==> src/rtl/ov7670_capture_if.sv <==
// Bundle between the OV7670 capture stage and its neighbours: camera byte stream
// in, frame-buffer write port and frame status out.
interface ov7670_capture_if #(
  parameter int ADDR_W = 17
);
  logic              cam_vsync;
  logic              cam_href;
  logic [7:0]        cam_data;
  logic              we;
  logic [ADDR_W-1:0] waddr;
  logic [11:0]       wdata;
  logic              frame_done;
  logic              frame_short;

  modport master (
    input  cam_vsync, cam_href, cam_data,
    output we, waddr, wdata, frame_done, frame_short
  );

  modport slave (
    output cam_vsync, cam_href, cam_data,
    input  we, waddr, wdata, frame_done, frame_short
  );
endinterface

==> src/rtl/ov7670_capture.sv <==
// OV7670 capture: pairs RGB565 bytes into RGB444 frame-buffer writes, PCLK domain.
// Define CAM_TEST_PATTERN_EN to replace pixel data with 8 vertical colour bars.
//
// state      | meaning
// WAIT_FRAME | after reset, waiting for a vsync rising edge
// ARMED      | in vertical blank, waiting for vsync to fall
// CAPTURE    | active frame, bytes paired and written
module ov7670_capture #(
  parameter int H_PIXELS = 320,
  parameter int V_LINES  = 240,
  parameter int ADDR_W   = 17
) (
  input  logic clk,
  input  logic reset,
  ov7670_capture_if.master bus
);
  localparam int COL_W  = $clog2(H_PIXELS + 1);
  localparam int LINE_W = $clog2(V_LINES + 1);
  localparam logic [COL_W-1:0]  COL_MAX   = COL_W'(H_PIXELS);
  localparam logic [LINE_W-1:0] LINE_MAX  = LINE_W'(V_LINES);
  localparam logic [ADDR_W-1:0] LINE_STEP = ADDR_W'(H_PIXELS);

  typedef enum logic [1:0] {WAIT_FRAME, ARMED, CAPTURE} state_t;
  state_t state, state_nxt;

  logic              vsync_r, href_r, vsync_d, href_d;
  logic [7:0]        data_r;
  logic              vsync_rise, vsync_fall, href_fall;
  logic              capture_start, frame_end, in_cap;
  logic              phase;
  logic [6:0]        b1_hi;
  logic [COL_W-1:0]  col;
  logic [LINE_W-1:0] line, line_upd;
  logic [ADDR_W-1:0] line_base, wr_ptr;
  logic              pair_done, col_step, pix_ok, line_end, line_clr;
  logic [11:0]       pixel;
  logic              we_q, frame_done_q, frame_short_q;
  logic [ADDR_W-1:0] waddr_q;
  logic [11:0]       wdata_q;

  always_ff @(posedge clk or posedge reset) begin
    if (reset) begin
      vsync_r <= 1'b0;
      href_r  <= 1'b0;
      data_r  <= '0;
      vsync_d <= 1'b0;
      href_d  <= 1'b0;
    end else begin
      vsync_r <= bus.cam_vsync;
      href_r  <= bus.cam_href;
      data_r  <= bus.cam_data;
      vsync_d <= vsync_r;
      href_d  <= href_r;
    end
  end

  assign vsync_rise = vsync_r & ~vsync_d;
  assign vsync_fall = ~vsync_r & vsync_d;
  assign href_fall  = ~href_r & href_d;

  always_ff @(posedge clk or posedge reset) begin
    if (reset) state <= WAIT_FRAME;
    else       state <= state_nxt;
  end

  always_comb begin
    state_nxt     = state;
    capture_start = 1'b0;
    frame_end     = 1'b0;
    case (state)
      WAIT_FRAME: if (vsync_rise) state_nxt = ARMED;
      ARMED: begin
        if (vsync_fall) begin
          state_nxt     = CAPTURE;
          capture_start = 1'b1;
        end
      end
      CAPTURE: begin
        if (vsync_rise) begin
          state_nxt = ARMED;
          frame_end = 1'b1;
        end
      end
      default: state_nxt = WAIT_FRAME;
    endcase
  end

  assign in_cap    = (state == CAPTURE);
  assign pair_done = in_cap & href_r & phase;
  assign col_step  = pair_done & (col < COL_MAX);
  assign pix_ok    = (col < COL_MAX) && (line < LINE_MAX);
  assign line_end  = in_cap & href_fall & (col != '0);
  assign line_clr  = capture_start | line_end;
  // frame end sees the line count as if a coincident line end had already landed
  assign line_upd  = (line_end && (line < LINE_MAX)) ? line + LINE_W'(1) : line;

`ifdef CAM_TEST_PATTERN_EN
  localparam int ACC_W = $clog2(H_PIXELS + 8);
  localparam logic [ACC_W-1:0] ACC_H = ACC_W'(H_PIXELS);
  logic [ACC_W-1:0] bar_acc, acc_sum;
  logic [2:0]       bar_idx;

  // bar_idx tracks (col*8)/H_PIXELS, bar_acc the remainder
  assign acc_sum = bar_acc + ACC_W'(8);

  always_ff @(posedge clk or posedge reset) begin
    if (reset) begin
      bar_acc <= '0;
      bar_idx <= '0;
    end else if (line_clr) begin
      bar_acc <= '0;
      bar_idx <= '0;
    end else if (col_step) begin
      if (acc_sum >= ACC_H) begin
        bar_acc <= acc_sum - ACC_H;
        bar_idx <= bar_idx + 3'd1;
      end else begin
        bar_acc <= acc_sum;
      end
    end
  end

  always_comb begin
    pixel = 12'h000;
    case (bar_idx)
      3'd0: pixel = 12'hFFF;
      3'd1: pixel = 12'hFF0;
      3'd2: pixel = 12'h0FF;
      3'd3: pixel = 12'h0F0;
      3'd4: pixel = 12'hF0F;
      3'd5: pixel = 12'hF00;
      3'd6: pixel = 12'h00F;
      default: pixel = 12'h000;
    endcase
  end
`else
  assign pixel = {b1_hi[6:3], b1_hi[2:0], data_r[7], data_r[4:1]};
`endif

  always_ff @(posedge clk or posedge reset) begin
    if (reset) begin
      phase         <= 1'b0;
      b1_hi         <= '0;
      col           <= '0;
      line          <= '0;
      line_base     <= '0;
      wr_ptr        <= '0;
      we_q          <= 1'b0;
      waddr_q       <= '0;
      wdata_q       <= '0;
      frame_done_q  <= 1'b0;
      frame_short_q <= 1'b0;
    end else begin
      we_q         <= 1'b0;
      frame_done_q <= 1'b0;
      if (capture_start) begin
        phase     <= 1'b0;
        col       <= '0;
        line      <= '0;
        line_base <= '0;
        wr_ptr    <= '0;
        waddr_q   <= '0;
      end else if (in_cap) begin
        if (href_r) begin
          phase <= ~phase;
          if (!phase) b1_hi <= {data_r[7:4], data_r[2:0]};
          if (pair_done && pix_ok) begin
            we_q    <= 1'b1;
            waddr_q <= wr_ptr;
            wdata_q <= pixel;
            wr_ptr  <= wr_ptr + ADDR_W'(1);
          end
          if (col_step) col <= col + COL_W'(1);
        end else if (href_fall) begin
          phase <= 1'b0;
          if (line_end) begin
            col  <= '0;
            line <= line_upd;
            // stored lines restart at the next line base; dropped lines leave it alone
            if (line < LINE_MAX) begin
              line_base <= line_base + LINE_STEP;
              wr_ptr    <= line_base + LINE_STEP;
            end
          end
        end
        if (frame_end) begin
          frame_done_q  <= 1'b1;
          frame_short_q <= (line_upd < LINE_MAX);
        end
      end
    end
  end

  assign bus.we          = we_q;
  assign bus.waddr       = waddr_q;
  assign bus.wdata       = wdata_q;
  assign bus.frame_done  = frame_done_q;
  assign bus.frame_short = frame_short_q;
endmodule

==> src/flat_wrapper.sv <==
// flat-port wrapper written by rule: the top's interface ports become plain ports
module ov7670_capture_flat 
#(
  parameter int H_PIXELS = 320,
  parameter int V_LINES  = 240,
  parameter int ADDR_W   = 17
)
  (clk, reset, bus_cam_vsync, bus_cam_href, bus_cam_data, bus_we, bus_waddr, bus_wdata, bus_frame_done, bus_frame_short);
  ov7670_capture_if #(.ADDR_W(ADDR_W)) bus_i ();
  input  logic clk;
  input  logic reset;
  input wire logic [$bits(bus_i.cam_vsync)-1:0] bus_cam_vsync;
  input wire logic [$bits(bus_i.cam_href)-1:0] bus_cam_href;
  input wire logic [$bits(bus_i.cam_data)-1:0] bus_cam_data;
  output wire logic [$bits(bus_i.we)-1:0] bus_we;
  output wire logic [$bits(bus_i.waddr)-1:0] bus_waddr;
  output wire logic [$bits(bus_i.wdata)-1:0] bus_wdata;
  output wire logic [$bits(bus_i.frame_done)-1:0] bus_frame_done;
  output wire logic [$bits(bus_i.frame_short)-1:0] bus_frame_short;
  assign bus_i.cam_vsync = bus_cam_vsync;
  assign bus_i.cam_href = bus_cam_href;
  assign bus_i.cam_data = bus_cam_data;
  assign bus_we = bus_i.we;
  assign bus_waddr = bus_i.waddr;
  assign bus_wdata = bus_i.wdata;
  assign bus_frame_done = bus_i.frame_done;
  assign bus_frame_short = bus_i.frame_short;
  ov7670_capture #(.H_PIXELS(H_PIXELS), .V_LINES(V_LINES), .ADDR_W(ADDR_W)) u_core (.clk(clk), .reset(reset), .bus(bus_i));
endmodule
==> config.mk <==
export PLATFORM = sky130hd
export DESIGN_NAME = ov7670_capture_flat
export DESIGN_NICKNAME = d
export VERILOG_FILES = /design/src/rtl/ov7670_capture_if.sv /design/src/rtl/ov7670_capture.sv /design/src/flat_wrapper.sv
export SDC_FILE = /design/constraint.sdc
export NUM_CORES = 1
export LEC_CHECK = 0
export CAP_MARGIN = 10
export CORE_MARGIN = 2
export CORE_UTILIZATION = 25
export CTS_CLUSTER_DIAMETER = 50
export DETAILED_ROUTE_END_ITERATION = 7
export PLACE_DENSITY = 0.43
export SLEW_MARGIN = 20
export SYNTH_ARGS = -nofsm -noshare
export SYNTH_HDL_FRONTEND = slang
export SYNTH_SLANG_ARGS = --single-unit
==> constraint.sdc <==
create_clock -name clk -period 5.6 [get_ports clk]
set_clock_uncertainty 0.1 [all_clocks]
set_input_delay 0.56 -clock clk [delete_from_list [all_inputs] [get_ports clk]]
set_output_delay 0.56 -clock clk [all_outputs]
set_load 0.005 [all_outputs]
==> results.md, run 1 <==
* Area grow syn2layout at 21.2%
* Arr. time, crit path at 3.06 ns
* Slew @ Worst Pin at 1.07 ns
* Top-area cell type share of the netlist area at 53.9%
* Cell variety after synth at 60
* Post-route met1 wirelength at 5.68 mm
* Seq/Total Area, Yosys at 53.9%
* Most common cell after layout, fill and taps aside: nand2_1
* CTS Buffer Depth at 2
* Unrepaired setup endpoints after global routing: no
* CP required at 5.79 ns
* Final min period at 2.87 ns
* Worst Hold Path EP: u_core.bus.wdata[2]$_DFFE_PP0P_
* H-tree depth at 3
* Metal3 WL at 523 um
* GPL Wtd Cong at 0.793
* Mapped Avg Cell Area at 9.51 um2
* Critical path launch point type: register
* Relative slew slack at 28.7%
* Comb pwr share at 15.2%
* Boundary Pins at 44
* Clk slew on worst S/H paths at 0.08 ns
* Final Hold Viols at 0
* Clk_lat worst skew at 0.36 ns
* Worst reg2reg path depth at 8
* Rows at 49
* Drt pass-1 iters at 4
* Die Height at 140 um
* Max-cap violations at 0
* Hold_buf cts at 0
* Critical R2R Capture: u_core.wr_ptr[8]$_DFFE_PP0P_
* Die W at 140 um
* Metal2 WL at 5.27 mm
* Clock Sinks at 99
* First-pass GRT wire length at 19.3 mm
* Leading area contributor after synthesis: dfrtp_1
* Pre-CTS WS at 2.67 ns
* Pwr/cell area at 317 nW/um2
* Crit path kind: register to register
* Ant diodes at 0
* Status: complete, no violations
* NumNets Final at 538
* Fin crit share at 51.3%
* Setup TNS Final at 0 ns
* R2r startpoint: u_core.href_r$_DFF_PP0_
* R2R setup slack at 2.73 ns
* Cells after Synth at 483
* Pleak at 0.00244 uW
* Main synth FF type: dfrtp_1
* Grt ovf at 0
* Clock network fraction of design power at 36.0%
* # DRC at 0
* Achievable Freq at 348 MHz
* GRT Overall Usage at 12.4%
* Post-synth ARST share at 100%
* Die area at 19500 um2
* Final core utilization at 30.9%
* Worst hold path class: register to register
* DR vias at 3640
* Internal power at 1240 uW
* Max Used Layer: met4
* Synth area leaders: dfrtp_1, nand2_1, nand3_1
* Final count of pins violating max slew at 0
* Crit-path max FO at 41
* CP Capture Type: register
* Layout cells sized above 1 at 7.60%
* Antenna viol nets, final at 0
* Resize count post-CTS at 0
* Cell Area, Synth at 4590 um2
* Core area at 18000 um2
* Clock root cell: clkbuf_16
* Final wirelength at 11.6 mm
* VDD IR-drop max at 0.160 mV
* Initial antenna violation count at 0
* Fin worst setup slack at 2.73 ns
* Crit path cell chain: buf_4, and4b_1, nand3_2, buf_4, inv_2, a21oi_2, o21ai_0, a21oi_1
* Hold depth at 2
* Synth Net Count at 500
* Port Buf Inserts at 43
* DP HPWL at 7.43 mm
* TritonCTS clock tree: built
* Most frequent cells in the layout: nand2_1, dfrtp_1, clkdlybuf4s50_1
* CTS Buf Count at 9
* Max incr delay on CP at 0.64 ns
* Hold path start: u_core.data_r[3]$_DFF_PP0_
* Reg power frac at 48.8%
* Largest net degree at the start of global routing at 55
* Vias in the first global route at 3535
* WL/cell at 15.4 um
* Initial DRC count at 265
* Register bit total from synthesis at 99
* Vias per Instance at 4.82
* Post-synth EDFFs at 0
* Initial Util at 25.5%
* Count of final setup violators at 0
* Yosys Warn Count at 0
* Sw frac at 29.6%
* Psw at 523 uW
* FILL cells at 1891
* Top cell by count, worst path: buf_4
* CP max stage cell: a21oi_2
* Setup Buffers After CTS at 0
-- cell usage after synthesis, types with 2 or more instances --
cell type  count
a21o_1         3
a21oi_1       26
a311oi_1       4
a31oi_1        2
and3_1        11
and4_1         2
and4b_1        2
buf_2          2
clkbuf_1      18
dfrtp_1       99
ha_1           5
inv_1         11
mux2_2         7
mux2i_1        3
nand2_1      107
nand2b_1       6
nand3_1       38
nand3b_1       2
nand4_1        6
nor2_1        30
nor2b_1        4
nor3_1         5
nor3b_1        2
o2111ai_1      2
o21ai_0       20
o21ai_1        8
o21ai_2        2
o221ai_1       2
o22a_1         2
o22ai_1        5
o32ai_1        4
or3_1          5
xnor2_1       10
xor2_1         2
-- cells by family after synthesis --
family / share of synthesized area (%)
and+or+nand+nor: 24.0
muxes: 2.37
buffers and inverters: 2.83
xor gates and xnor gates: 2.29
DFF: 53.9
adders and majority gates: 1.36
AOI/OAI and AO/OA: 13.2
-- power groups by stage --
stage               Sequential (uW)  Combinational [uW]  Clock, uW
global route                    876                 303        689
detailed placement              875                 272          0
floorplan                       862                 163          0
finish                          862                 268        637
global placement                876                 269          0
CTS                             862                 275        659
-- area by class of cell --
type                    instances  area (um2)  area share (%)
flip-flops and latches         99        2480            44.5
multi-input cells             351        1990            35.7
repair buffers                 48         468            8.40
well taps                     229         287            5.14
clock buffers                   9         225            4.04
clock inverters                 7        77.6            1.39
inverters                      12        47.5           0.854
-- critical path, delay by kind of cell (launching register included) --
kind                   cells  cell delay (ns)
AND/OR/NAND/NOR            2             0.32
flip-flops                 1             0.36
buffers and inverters      3             0.99
AO/OA/AOI/OAI              3             1.00
-- per-layer routing --
metal	vias to the layer above	global-route usage (%)
met5	-	0
met4	0	3.47
met3	13	3.30
met2	75	19.2
met1	1786	17.2
li1	1766	-
-- worst max-delay path by stage --
stage,slack (ns),depth (start not counted),end,from
after floorplan,2.35,1,u_core.b1_hi[0]$_DFFE_PP0P_,reset
after global placement,2.79,8,u_core.wr_ptr[5]$_DFFE_PP0P_,u_core.href_r$_DFF_PP0_
after detailed placement,2.67,8,u_core.wr_ptr[8]$_DFFE_PP0P_,u_core.href_r$_DFF_PP0_
after CTS,2.69,8,u_core.wr_ptr[8]$_DFFE_PP0P_,u_core.href_r$_DFF_PP0_
after global routing,2.40,8,u_core.wr_ptr[5]$_DFFE_PP0P_,u_core.href_r$_DFF_PP0_
final,2.73,8,u_core.wr_ptr[8]$_DFFE_PP0P_,u_core.href_r$_DFF_PP0_
-- sequential cells by signal, summed over array words and instances, names as in the netlist, 2 cells and up --
name / flops
u_core.line_base: 11
u_core.col: 9
u_core.b1_hi: 7
u_core.state: 2
u_core.data_r: 8
u_core.line: 8
u_core.bus.waddr: 17
u_core.bus.wdata: 12
u_core.wr_ptr: 17
-- metrics by stage --
stage / hold WS [ns] / power (uW) / cells / instance area [um2]
after global routing: 0.384 / 1870 / 755 / 5570
after global placement: 0.344 / 1140 / 739 / 5270
after floorplan: 0.290 / 1020 / 483 / 4590
after detailed placement: 0.344 / 1150 / 739 / 5270
after CTS: 0.370 / 1800 / 755 / 5570
final: 0.357 / 1770 / 755 / 5570
No activity file was read; power rests on OpenSTA's default activity.
==> run 2: changes to the inputs <==
PLACE_DENSITY = 0.45   (was 0.43)
clock period = 2.41 ns   (was 5.6 ns; I/O delays follow)
==> run 2 against run 1 <==
  * Combinational power increased by 150%
  * Cell count increased by 1.6%
  * Critical endpoint is now u_core.wr_ptr[5]$_DFFE_PP0P_
  * Clock power increased by 140%
  * Critical path depth unchanged
  * Setup slack got worse by 2.5 ns
  * Count of clock-buffer cells in the layout increased by 2
==> results.md, run 2 (synthesis gave the netlist of run 1 again) <==
* Hold slack at 0.214 ns
* GPL Wtd Cong at 0.779
* First-pass GRT wire length at 19.9 mm
* WP buf/inv at 2
* Status: complete, no violations
* TritonCTS clock tree: built
* Top cell by count, worst path: a21oi_1
* Pleak at 0.00251 uW
* Vias per Instance at 4.83
* Hold_buf cts at 0
* Unrepaired setup endpoints after global routing: no
* Layout cells sized above 1 at 10.0%
* Largest net degree at the start of global routing at 100
* GRT Overall Usage at 12.6%
* CP max stage cell: a21oi_2
* Initial Util at 25.5%
* R2R setup slack at 0.23 ns
* Clk slew on worst S/H paths at 0.07 ns
* Family with the most delay on the worst path: compound AO/OA/AOI/OAI gates
* Die W at 140 um
* Initial antenna violation count at 0
* Relative slew slack at 61.8%
* VDD IR-drop max at 0.355 mV
* Post-route cell area at 5680 um2
* # DRC at 0
* Critical path launch point type: register
* Slew @ Worst Pin at 0.573 ns
* Fin crit share at 90.5%
* Ant diodes at 0
* Core area at 18000 um2
* CTS Buf Count at 9
* Count of final setup violators at 0
* Crit path kind: register to register
* Clock root cell: clkbuf_16
* Max incr delay on CP at 0.45 ns
* Crit path cell chain: inv_1, ha_1, nor4b_4, a21oi_1, a21oi_2, buf_4, o21ai_0, a21oi_1
* Worst hold path class: input port to register
* Achievable Freq at 458 MHz
* Fin worst setup slack at 0.229 ns
* Crit-path max FO at 8
* Placed instance area at 5370 um2
* DR vias at 3707
* FILL cells at 1897
* Initial DRC count at 231
* Arr. time, crit path at 2.36 ns
* Most frequent cells in the layout: nand2_1, dfrtp_1, clkdlybuf4s50_1
* Most common cell after layout, fill and taps aside: nand2_1
* Final count of pins violating max slew at 0
* Power Total at 4180 uW
* Final min period at 2.18 ns
* Drt pass-1 iters at 4
* CTS Buffer Depth at 2
* H-tree depth at 3
* Resize count post-CTS at 0
* Antenna viol nets, final at 0
* Die area at 19500 um2
* Max-cap violations at 0
* Clock Sinks at 99
* Setup Buffers After CTS at 0
* CP required at 2.59 ns
* CP Capture Type: register
* Grt ovf at 0
* Final Hold Viols at 0
* Final wirelength at 11.7 mm
* Area grow syn2layout at 23.7%
* WL/cell at 15.3 um
* Vias in the first global route at 3691
* Rows at 49
* DP HPWL at 7.51 mm
* Setup TNS Final at 0 ns
* Die Height at 140 um
* Boundary Pins at 44
* Pwr/cell area at 736 nW/um2
* NumNets Final at 550
* Port Buf Inserts at 43
* Pre-CTS WS at 0.0828 ns
* Clk_lat worst skew at 0.36 ns
## run 2: cell types whose count changed in the layout (fill, tap and decap cells not counted), moves of 2 or more
| cell | change |
|---|---|
| buf_4 | +11 |
| clkinv_4 | +2 |
| clkinv_8 | -2 |
| inv_6 | -2 |
## run 2: power by group
group | internal (uW) | switching, uW
Clock | 840 | 675
Sequential | 1850 | 155
Combinational | 331 | 330
## run 2: final cells by class
class	instances	area [um2]	share of cell area [%]
Clock inverter	5	61.3	1.08
Multi-Input combinational cell	351	2000	35.1
Timing Repair Buffer	60	571	10.0
Sequential cell	99	2480	43.6
Tap cell	229	287	5.04
Inverter	12	48.8	0.859
Clock buffer	11	243	4.27
## run 2: layer usage
metal / share of wire [%] / vias to the layer above / track usage [%] / routed length (um)
li1: - / 1792 / - / -
met1: 48 / 1820 / 17.2 / 5620
met2: 45 / 81 / 18.7 / 5240
met3: 5.3 / 14 / 4.51 / 615
met4: 2.0 / 0 / 3.79 / 230
met5: 0 / - / 0 / 0
## run 2: final timing paths
path | startpoint | end | depth (start not counted)
worst max-delay path | u_core.col[1]$_DFFE_PP0P_ | u_core.wr_ptr[5]$_DFFE_PP0P_ | 8
worst min-delay path | bus_cam_data[3] | u_core.data_r[3]$_DFF_PP0_ | 1
worst max register to register | u_core.col[1]$_DFFE_PP0P_ | u_core.wr_ptr[5]$_DFFE_PP0P_ | 8
worst min register to register | u_core.data_r[3]$_DFF_PP0_ | u_core.bus.wdata[2]$_DFFE_PP0P_ | 2
max in group asynchronous | reset | u_core.href_r$_DFF_PP0_ | 3
min in group asynchronous | reset | u_core.bus.wdata[6]$_DFFE_PP0P_ | 3
## run 2: per-stage QoR
stage | utilization, % | instances
finish | 31.5 | 767
global route | 31.5 | 767
CTS | 31.5 | 767
detailed placement | 29.8 | 751
global placement | 29.8 | 751
floorplan | - | 483
## run 2: worst reg2reg max path: cells and delay by family (launching register included)
family | cells | cell delay (ns)
buf+inv | 2 | 0.30
compound gates | 4 | 0.90
simple gates | 1 | 0.25
fa+ha+maj | 1 | 0.13
flops | 1 | 0.42
==> run 3: changes to the inputs <==
ABC_CLOCK_PERIOD_IN_PS = 2410   (was default)
CAP_MARGIN = 30   (was 10)
==> run 3 against run 2 <==
  * Hold slack improved by 0.0019 ns
  * Routed wire length increased by 0.10%
  * Clock power barely moved
  * Cell count increased by 0.13%
  * Sequential power barely moved
  * Cell area about the same
  * Critical endpoint unchanged
  * Largest power group unchanged
==> results.md, run 3 (synthesis gave the netlist of run 1 again) <==
* Post-route cell area at 5690 um2
* DP HPWL at 7.51 mm
* Post-layout instance count excluding filler cells at 768
* Clock root cell: clkbuf_16
* Slew @ Worst Pin at 0.569 ns
* Die area at 19500 um2
* CTS Buf Count at 9
* Critical path launch point type: register
* # DRC at 0
* Largest net degree at the start of global routing at 100
* Final count of pins violating max slew at 0
* Placed Cells at 751
* Arr. time, crit path at 2.34 ns
* CP Capture Type: register
* Max-cap violations at 0
* Clock Sinks at 99
* H-tree depth at 3
* Power Total at 4180 uW
* Layout cells sized above 1 at 10.0%
* VDD IR-drop max at 0.354 mV
* Critical R2R Capture: u_core.wr_ptr[5]$_DFFE_PP0P_
* First-pass GRT wire length at 19.9 mm
* GPL Wtd Cong at 0.779
* Hold depth at 1
* Die Height at 140 um
* GRT Overall Usage at 12.6%
* R2r startpoint: u_core.col[1]$_DFFE_PP0P_
* Grt ovf at 0
* Pre-CTS WS at 0.0828 ns
* Achievable Freq at 463 MHz
* Most common cell after layout, fill and taps aside: nand2_1
* Initial DRC count at 214
* Routing usage on met3 at 4.51%
* Relative slew slack at 62.1%
* Crit path kind: register to register
* Port Buf Inserts at 43
* Clk slew on worst S/H paths at 0.07 ns
* Fin worst setup slack at 0.248 ns
* Vias in the first global route at 3691
* DR vias at 3741
* Antenna viol nets, final at 0
* Most frequent cells in the layout: nand2_1, dfrtp_1, clkdlybuf4s50_1
* Boundary Pins at 44
* Crit-path max FO at 8
* Drt pass-1 iters at 4
* Setup TNS Final at 0 ns
* NumNets Final at 551
* Pwr/cell area at 735 nW/um2
* Die W at 140 um
* Rows at 49
* Ant diodes at 0
* CP required at 2.59 ns
* Most Crowded Layer GR: met2
* Area grow syn2layout at 23.8%
* Placed instance area at 5370 um2
* Final wirelength at 11.7 mm
* M1 GR Usage at 17.2%
* Unrepaired setup endpoints after global routing: no
* Core area at 18000 um2
* Final Hold Viols at 0
* Final min period at 2.16 ns
* TritonCTS clock tree: built
* R2R setup slack at 0.25 ns
* Initial Util at 25.5%
* Initial antenna violation count at 0
* Worst reg2reg path depth at 8
* Hold path start: bus_cam_data[3]
* Status: complete, no violations
* GR Util met2 at 18.7%
* Pleak at 0.00251 uW
* Worst hold path class: input port to register
* Clk_lat worst skew at 0.36 ns
* Count of final setup violators at 0
* Fin crit share at 89.7%
* Vias per Instance at 4.87
* CTS Buffer Depth at 2
* WL/cell at 15.3 um
* Worst Hold Path EP: u_core.data_r[3]$_DFF_PP0_
==> run 3: timing repair <==
| action | 4_1_cts | 5_1_grt |
|---|---|---|
| hold buffers | 0 | 0 |
| resized for setup | 0 | 2 |
| setup buffers | 0 | 0 |
| setup endpoints to repair | 0 | 2 |
==> run 3: critical path, cell delays in order (launching register included) <==
cell     delay, ns
dfrtp_1       0.42
inv_1         0.07
ha_1          0.13
nor4b_4       0.25
a21oi_1       0.21
a21oi_2       0.44
buf_4         0.23
o21ai_0       0.09
a21oi_1       0.14
==> run 3: worst max-delay path by stage <==
| stage | start | end | slack (ns) | depth (start not counted) |
|---|---|---|---|---|
| floorplan | u_core.col[0]$_DFFE_PP0P_ | u_core.wr_ptr[16]$_DFFE_PP0P_ | 0.48 | 8 |
| global placement | u_core.col[1]$_DFFE_PP0P_ | u_core.line_base[14]$_DFFE_PP0P_ | 0.12 | 7 |
| CTS | u_core.col[1]$_DFFE_PP0P_ | u_core.line_base[14]$_DFFE_PP0P_ | 0.07 | 7 |
| detailed placement | u_core.col[1]$_DFFE_PP0P_ | u_core.line_base[14]$_DFFE_PP0P_ | 0.08 | 7 |
| finish | u_core.col[1]$_DFFE_PP0P_ | u_core.wr_ptr[5]$_DFFE_PP0P_ | 0.25 | 8 |
| global route | u_core.col[1]$_DFFE_PP0P_ | u_core.wr_ptr[5]$_DFFE_PP0P_ | 0.09 | 8 |
==> run 3: stage by stage <==
stage	hold WS, ns	util (%)
floorplan	0.172	-
global placement	0.330	29.8
detailed placement	0.332	29.8
CTS	0.206	31.5
global route	0.210	31.5
finish	0.216	31.5
==> run 3: power breakdown <==
group | switching, uW | internal [uW]
Clock | 670 | 840
Sequential | 156 | 1850
Combinational | 329 | 332
Total | 1160 | 3020
==> run 3: area by class of cell <==
type                    instances  area [um2]
fillers                      1894       12300
flip-flops and latches         99        2480
clock inverters                 5        61.3
inverters                      12        48.8
multi-input cells             351        1990
well taps                     229         287
repair buffers                 61         578
clock buffers                  11         243
==> run 3: metal layers <==
layer / wire length [um] / vias up / share of wire [%]
met4: 233 / 0 / 2.0
met3: 601 / 18 / 5.1
met1: 5690 / 1850 / 49
met5: 0 / - / 0
met2: 5200 / 78 / 44
li1: - / 1795 / -
==> variant: new RTL, flow settings as in run 2 <==
Re-encode `state_t` (3 states) as one-hot, 3 bits wide.
--- a/src/rtl/ov7670_capture.sv
+++ b/src/rtl/ov7670_capture.sv
@@ -20,7 +20,7 @@
   localparam logic [LINE_W-1:0] LINE_MAX  = LINE_W'(V_LINES);
   localparam logic [ADDR_W-1:0] LINE_STEP = ADDR_W'(H_PIXELS);
 
-  typedef enum logic [1:0] {WAIT_FRAME, ARMED, CAPTURE} state_t;
+  typedef enum logic [2:0] {WAIT_FRAME = 3'b001, ARMED = 3'b010, CAPTURE = 3'b100} state_t;
   state_t state, state_nxt;
 
   logic              vsync_r, href_r, vsync_d, href_d;
Check against the original RTL: no difference found for any inputs over 10 cycles, from zero or initial values and one cycle with reset high; not proved beyond that.
==> variant against run 2 <==
Setup slack got worse by 0.15 ns. Wire length decreased by 2.3%. Area after synthesis increased by 2.5%. Cell area increased by 3.3%. Sequential cell count increased by 1.
Power is not compared: it rests on default switching activity, and its combinational part moved more than twofold at a synthesized area within 25%.
==> variant: results (changes against run 2) <==
- Reg clk slew, reported paths: 0.07 ns (about the same)
- Overall routing resource usage: 12.1% (was 12.6%)
- Bufs w/o clock: 70 (was 60)
- First-pass GRT wire length: 19.1 mm (was 19.9 mm)
- Final clock-cell share: 5.16% (was 5.35%)
- Vias per inst: 4.82 (was 4.83)
- CP max stage delay: 0.50 ns (was 0.45 ns)
- Cell count of the worst reg-to-reg path: 7 (was 8)
- Commonest cells post-synth: dfrtp_1 (99), nand2_1 (76), o21ai_0 (46) (was nand2_1 (107), dfrtp_1 (99), nand3_1 (38))
- Number of non-clock inverters: 11 (was 12)
- Hpwl dp: 8.05 mm (was 7.51 mm)
- Final-layout clock buffer total: 12 (was 11)
- Top cells by area, synth: dfrtp_1 (53%), nand2_1 (6.1%), o21ai_0 (4.9%), mux2_2 (4.5%), nor2_1 (2.0%) (was dfrtp_1 (54%), nand2_1 (8.7%), nand3_1 (4.1%), a21oi_1 (2.8%), nor2_1 (2.5%))
- DR iter-0 viols: 243 (was 231)
- CP top delay family: compound AO/OA/AOI/OAI gates (unchanged)
- Share of post-route cells with drive strength above 1: 15.0% (was 10.0%)
- Post-route worst setup slack: 0.0817 ns (was 0.229 ns)
- Critical Path Slowest Stage Cell: or4b_1 (was a21oi_2)
- Fin nets: 540 (was 550)
- Hold wc startpoint: bus_cam_href (was bus_cam_data[3])
- Syn nets: 481 (was 500)
- Vias in the first global route: 3638 (was 3691)
- Crit path DAT: 2.47 ns (was 2.36 ns)
- Worst Setup EP: u_core.bus.frame_short (was u_core.wr_ptr[5])
- Sequential Area: 2500 µm² (was 2480 µm²)
- Yosys cell types: 66 (was 60)
- Outcome: finished clean (unchanged)
- Placement-stage worst setup slack: 0.101 ns (was 0.0828 ns)
- #FFs+latches synth: 100 (was 99)
- Crit path max fanout: 10 (was 8)
- Register area share after synthesis: 53.2% (was 53.9%)
- Placed Area: 5560 µm² (was 5370 µm²)
- Layout area overhead: 24.7% (was 23.7%)
- R2R Path End: u_core.bus.frame_short (was u_core.wr_ptr[5])
- Clk_lat worst skew: 0.35 ns
- Largest net degree at the start of global routing: 69 (was 100)
- #MultiIn Comb: 331 (was 351)
- Area taken by multi-input logic gates: 2060 µm² (was 2000 µm²)
- Relative slew slack: 69.1% (was 61.8%)
- Fill cells: 1881 (was 1897)
- Average wire per standard cell: 15.0 µm (was 15.3 µm)
==> variant: repair_timing <==
item,in CTS,in global routing
setup endpoints to repair,0,3
endpoints found under the hold margin,0,0
gates resized for setup,0,2
hold buffers,0,0
==> variant: power by group <==
| part | switching, mW | internal [mW] |
|---|---|---|
| registers | 0.0541 | 1.73 |
| clock network | 0.623 | 0.858 |
| logic | 0.104 | 0.0816 |
| total | 0.781 | 2.67 |
==> variant: per-stage QoR <==
step,util [%],instances
2_1_floorplan,-,464
3_3_place_gp,29.9,746
3_5_place_dp,29.9,746
4_1_cts,31.5,761
5_1_grt,31.6,761
6_report,31.6,761
==> variant: how the worst min path moves through the flow <==
stage	endpoint	slack (ns)	cells after the start
after floorplan	u_core.data_r[0]	0.17	0
after global placement	u_core.vsync_d	0.29	0
final	u_core.href_r	0.22	1
after detailed placement	u_core.vsync_d	0.30	0
after global routing	u_core.data_r[4]	0.21	1
after CTS	u_core.href_r	0.21	1
==> variant: layer usage <==
| layer | vias up | routed length, µm | track usage, % |
|---|---|---|---|
| met1 | 1821 | 5510 | 16.0 |
| met4 | 0 | 124 | 3.42 |
| met2 | 54 | 5410 | 19.5 |
| met3 | 8 | 403 | 3.33 |
| met5 | - | 0 | 0 |
| li1 | 1787 | - | - |
==> variant: cells by family (layout without fill, tap and decap cells) <==
kind of cell / after synthesis / in the layout / synth area share (%)
and+or+nand+nor: 176 / 176 / 18.5
AOI/OAI and AO/OA: 114 / 114 / 15.9
DFF: 100 / 100 / 53.2
buffers and inverters: 33 / 96 / 3.35
muxes: 22 / 22 / 5.18
xor gates and xnor gates: 14 / 14 / 2.60
adders and majority gates: 5 / 5 / 1.33
